[config.mk]
export PLATFORM = sky130hd
export DESIGN_NAME = jk_reg_bank
export DESIGN_NICKNAME = d
export VERILOG_FILES = /design/src/rtl/jk_pkg.sv /design/src/rtl/jk_bit_cell.sv /design/src/rtl/jk_reg_bank.sv
export SDC_FILE = /design/constraint.sdc
export NUM_CORES = 1
export LEC_CHECK = 0
export BUFFER_PORTS_ARGS = -buffer_cell sky130_fd_sc_hd__buf_4
export CAP_MARGIN = 30
export CORE_MARGIN = 2
export CORE_UTILIZATION = 50
export DETAILED_ROUTE_END_ITERATION = 6
export HOLD_SLACK_MARGIN = 0.02
export PLACE_DENSITY = 0.82
export SYNTH_ARGS = -nofsm -noshare
export SYNTH_HDL_FRONTEND = slang
export SYNTH_HIERARCHICAL = 1
export SYNTH_SLANG_ARGS = --single-unit
[constraint.sdc]
create_clock -name clk -period 1.9 [get_ports clk]
set_input_delay 0.19 -clock clk [delete_from_list [all_inputs] [get_ports clk]]
set_output_delay 0.19 -clock clk [all_outputs]
set_load 0.01 [all_outputs]
[src/rtl/jk_pkg.sv]
// Shared types for the JK register bank: per-bit interpretation modes,
// the width limit and a popcount helper used by the optional flip counter.
package jk_pkg;

  typedef enum logic [1:0] {
    JK_MODE_JK = 2'b00,
    JK_MODE_D  = 2'b01,
    JK_MODE_T  = 2'b10,
    JK_MODE_SR = 2'b11
  } jk_mode_e;

  localparam int JK_MAX_WIDTH = 64;

  function automatic logic [6:0] jk_popcnt(input logic [JK_MAX_WIDTH-1:0] v);
    logic [6:0] n;
    n = '0;
    for (int i = 0; i < JK_MAX_WIDTH; i++) n = n + 7'(v[i]);
    return n;
  endfunction

endpackage

[src/rtl/jk_bit_cell.sv]
// Next-state logic for one storage bit under the selected mode, plus
// detection of the illegal SR input combination (S=R=1).
module jk_bit_cell
  import jk_pkg::*;
(
  input  jk_mode_e i_mode,
  input  logic     i_q,
  input  logic     i_j,
  input  logic     i_k,
  output logic     o_q_nxt,
  output logic     o_illegal
);

  always_comb begin
    o_q_nxt   = i_q;
    o_illegal = 1'b0;
    unique case (i_mode)
      JK_MODE_JK: begin
        case ({i_j, i_k})
          2'b01:   o_q_nxt = 1'b0;
          2'b10:   o_q_nxt = 1'b1;
          2'b11:   o_q_nxt = ~i_q;
          default: o_q_nxt = i_q;
        endcase
      end
      JK_MODE_D: o_q_nxt = i_j;
      JK_MODE_T: o_q_nxt = i_j ? ~i_q : i_q;
      JK_MODE_SR: begin
        case ({i_j, i_k})
          2'b01:   o_q_nxt = 1'b0;
          2'b10:   o_q_nxt = 1'b1;
          2'b11:   o_illegal = 1'b1;  // bit holds; sticky error raised in the bank
          default: o_q_nxt = i_q;
        endcase
      end
      default: o_q_nxt = i_q;
    endcase
  end

endmodule

[src/rtl/jk_reg_bank.sv]
// Bank of WIDTH mode-selectable JK-style bits with change pulses and a sticky
// SR-illegal flag. Define JK_FLIP_CNT_EN to add the saturating flip counter.
module jk_reg_bank
  import jk_pkg::*;
#(
  parameter int               WIDTH     = 8,
`ifdef JK_FLIP_CNT_EN
  parameter int               CNT_W     = 16,
`endif
  parameter logic [WIDTH-1:0] RESET_VAL = '0
) (
  input  logic             clk,
  input  logic             rst,
  input  logic             en,
  input  logic [1:0]       mode,
  input  logic [WIDTH-1:0] j,
  input  logic [WIDTH-1:0] k,
  input  logic             clr_err,
  output logic [WIDTH-1:0] Q,
  output logic [WIDTH-1:0] Qn,
  output logic [WIDTH-1:0] changed,
  output logic             sr_err
`ifdef JK_FLIP_CNT_EN
  ,
  output logic [CNT_W-1:0] flip_cnt
`endif
);

  jk_mode_e         w_mode;
  logic [WIDTH-1:0] w_q_nxt;
  logic [WIDTH-1:0] w_ill;
  logic [WIDTH-1:0] w_chg;
  logic [WIDTH-1:0] r_q;
  logic [WIDTH-1:0] r_chg;
  logic             r_err;

  assign w_mode = jk_mode_e'(mode);

  for (genvar g = 0; g < WIDTH; g++) begin : g_bit
    jk_bit_cell u_cell (
      .i_mode    (w_mode),
      .i_q       (r_q[g]),
      .i_j       (j[g]),
      .i_k       (k[g]),
      .o_q_nxt   (w_q_nxt[g]),
      .o_illegal (w_ill[g])
    );
  end

  assign w_chg = en ? (w_q_nxt ^ r_q) : '0;

  always_ff @(posedge clk) begin
    if (rst) begin
      r_q   <= RESET_VAL;
      r_chg <= '0;
      r_err <= 1'b0;
    end else begin
      r_chg <= w_chg;
      if (en) r_q <= w_q_nxt;
      if (en && |w_ill) r_err <= 1'b1;
      else if (clr_err) r_err <= 1'b0;
    end
  end

  // Qn is derived, never stored, so it cannot drift from Q.
  assign Q       = r_q;
  assign Qn      = ~r_q;
  assign changed = r_chg;
  assign sr_err  = r_err;

`ifdef JK_FLIP_CNT_EN
  localparam logic [CNT_W+7:0] CNT_MAX = {8'b0, {CNT_W{1'b1}}};

  logic [CNT_W-1:0] r_cnt;
  logic [6:0]       w_pop;
  logic [CNT_W+7:0] w_sum;

  assign w_pop = jk_popcnt(JK_MAX_WIDTH'(w_chg));
  assign w_sum = {8'b0, r_cnt} + (CNT_W+8)'(w_pop);

  always_ff @(posedge clk) begin
    if (rst)     r_cnt <= '0;
    else if (en) r_cnt <= (w_sum > CNT_MAX) ? {CNT_W{1'b1}} : w_sum[CNT_W-1:0];
  end

  assign flip_cnt = r_cnt;
`endif

endmodule

==> flow_summary.ini <==
[global_route]
grt_first_pass_wirelength_um = 5130
grt_max_degree = 25
number_of_antenna_violations_at_the_first_check_in_global_routing = 0
first_global_vias = 1185
grt.overflow.total = 0
track_usage_pct = 20.5

[floorplanning]
floorplan.initialDensity_pct = 54.2
die_area_um2 = 3170
die_width_um = 56.3
rows = 18
chipHeight_um = 56.3
core_region_area_um2 = 2520
io-pin-count = 47

[layout]
design.final.nets = 232
layout.cells.most_common = buf_4
area_growth_pct = 27.5
post_route_cells_drive_above_1_share_pct = 35.2
number_of_inserted_diodes = 0
n_fill_cell = 211
commonest_non_fill_non_tap_cells_in_the_layout = buf_4 (46), mux2i_1 (24), dfxtp_1 (17), nor2_1 (17)

[synth]
synthDominantAreaCellType = dfxtp_1
syn_area_per_cell_um2 = 9.36
yosys_warnings = 6
synthDominantCellAreaShare_pct = 24.9
postSynthCellCount = 146
synth.area.top_cells = dfxtp_1 (25%), mux2i_1 (18%), ha_1 (15%)
netlist_area_um2 = 1370
post_synthesis_net_count = 184
synth.distinct_cells = 17
synth_seq_area_share_pct = 24.9
yosys_register_bits = 17

[routing]
detail_route.wirelength_um = 2920
final_antenna_net_count = 0
drt_initial_violations = 19
firstDrtPassIters = 4
routed_wire_length_per_instance_um = 13.1
routed-via-count = 1159
routed_via_density = 5.20
route.detailed.drc = 0

[power_and_ir_drop]
power-per-cell-area_nw_per_um2 = 548
internal_power_uw = 651
power.combinational.fraction_pct = 35.7
totalPowerFinal_uw = 954
power.static_leakage_uw = 0.000900
p_sw_uw = 304
share_of_total_power_in_sequential_cells_pct = 43.3
proportion_of_total_power_due_to_net_switching_pct = 31.8
clockPowerShare_pct = 21.0
ir_worst_vdd_mv = 0.469

[clock_tree]
post_cts.resized_instances = 0
tritoncts = yes
cts_htree_levels = 1
cts.repair_timing.setup_buffer_count = 0
cts_made_buffers = 3
cts.root.buffer_cell = clkbuf_4
clk_latency_ns = 0.29
clkSinkCount = 17
max_root_sink_buffers = 2
cts_hold_buf = 0
worst_setup_hold_path_clk_slew_ns = 0.10

[setup_path]
critPathBufInv = 0
timing_worst_setup_path_type = flip-flop to flip-flop
end_kind = flip-flop
critPathRequiredTime_ns = 2.09
minimum_setup_slack_among_reg_to_reg_paths_ns = 0.64
worst_ep_arrival_time_ns = 1.46
start_kind = flip-flop
cp_slowest_stage_delay_ns = 0.47
timing.critical_path.max_delay_family = flip-flops
worstPathMaxFanout = 7
cp_cell_sequence = mux2_2 -> mux2i_1 -> a21oi_1 -> xnor2_1 -> nor2_1
worst_path_max_delay_cell = dfxtp_1

[run]
drv.max_cap_violation_count = 0

[sta]
tightest_pin_transition_ns = 0.331
worst_clock_skew_ns = 0.000367
fin_crit_sh_pct = 66.5
clock.fmax_mhz = 791
slew_viol_final = 0
final-hold-violation-count = 0
timing.final.setup_violations = 0
post-route-min-period_ns = 1.26
slew-limit-headroom_pct = 77.9
totalNegativeSetupSlack_ns = 0
rsz0062_at_grt = false

[place]
port-buffer-count = 46
place.gp.congestion = 0.734
dpl.hpwl_um = 2230

[outcome]
outcome = finished, final reports clean

[hold_path]
hold_class = input port to flip-flop
## sequential cells by signal, summed over array words and instances, names as in the netlist
| signal | flops |
|---|---|
| changed | 8 |
| Q | 8 |
| sr_err | 1 |
## power by group through the flow
stage / Sequential (uW) / Combinational (uW) / Clock [uW]
after global placement: 419 / 328 / 0
final: 414 / 340 / 201
after floorplan: 431 / 184 / 0
after detailed placement: 422 / 343 / 0
after CTS: 414 / 345 / 211
after global routing: 419 / 379 / 223
## through the flow
step,setup slack [ns],cells,area (um2),hold slack (ns),utilization [%]
floorplan,0.609,146,1370,0.382,-
global placement,0.437,219,1720,0.448,68.0
detailed placement,0.380,219,1720,0.464,68.0
CTS,0.617,223,1740,0.138,69.0
global route,0.520,223,1740,0.143,69.0
finish,0.636,223,1740,0.151,69.0
## Yosys cell counts (all sizes together)
library cell	n
a211oi	8
a21o	1
a21oi	9
and3	8
buf	3
dfxtp	17
ha	16
inv	16
mux2	8
mux2i	24
nand2b	1
nor2	17
nor2b	8
nor4	2
xnor2	8
## worst paths after layout
kind,start,depth (start not counted),end
max,Q[0]$_SDFFE_PP0P_,5,changed[0]$_SDFF_PP0_
min,rst,2,Q[2]$_SDFFE_PP0P_
max reg2reg,Q[0]$_SDFFE_PP0P_,5,changed[0]$_SDFF_PP0_
min reg2reg,sr_err$_SDFFE_PP0P_,1,sr_err$_SDFFE_PP0P_
## layout make-up
cell class	instances	area (um2)	area share, %
sequential	17	340	19.5
timing repair buffer	46	345	19.8
multi-input combinational	110	932	53.5
inverter	16	60.1	3.45
tap	30	37.5	2.16
clock buffer	4	26.3	1.51
## worst register-to-register path: stages, from the launching register on
cell and delay [ns]:
dfxtp_1 0.47, mux2_2 0.20, mux2i_1 0.07, a21oi_1 0.23, xnor2_1 0.14, nor2_1 0.06
## cell families (layout without fill, tap and decap cells)
group	count (synthesis)	in the layout	share of synthesized area [%]
XOR/XNOR	8	8	5.13
AND/OR/NAND/NOR	36	36	15.8
AO/OA/AOI/OAI	18	18	8.52
buffers and inverters	19	66	6.87
flip-flops	17	17	24.9
adder cells (fa/ha/maj)	16	16	14.7
multiplexers	32	32	24.2
## layer usage
layer  global-route usage [%]  share of wire (%)  vias up
li1                         -                  -      596
met4                     8.16               0.55        0
met3                     2.76                4.9        2
met5                        0                  0        -
met2                     37.1                 51       30
met1                     24.1                 44      531
Note: power is estimated with default switching activity, not from simulation.
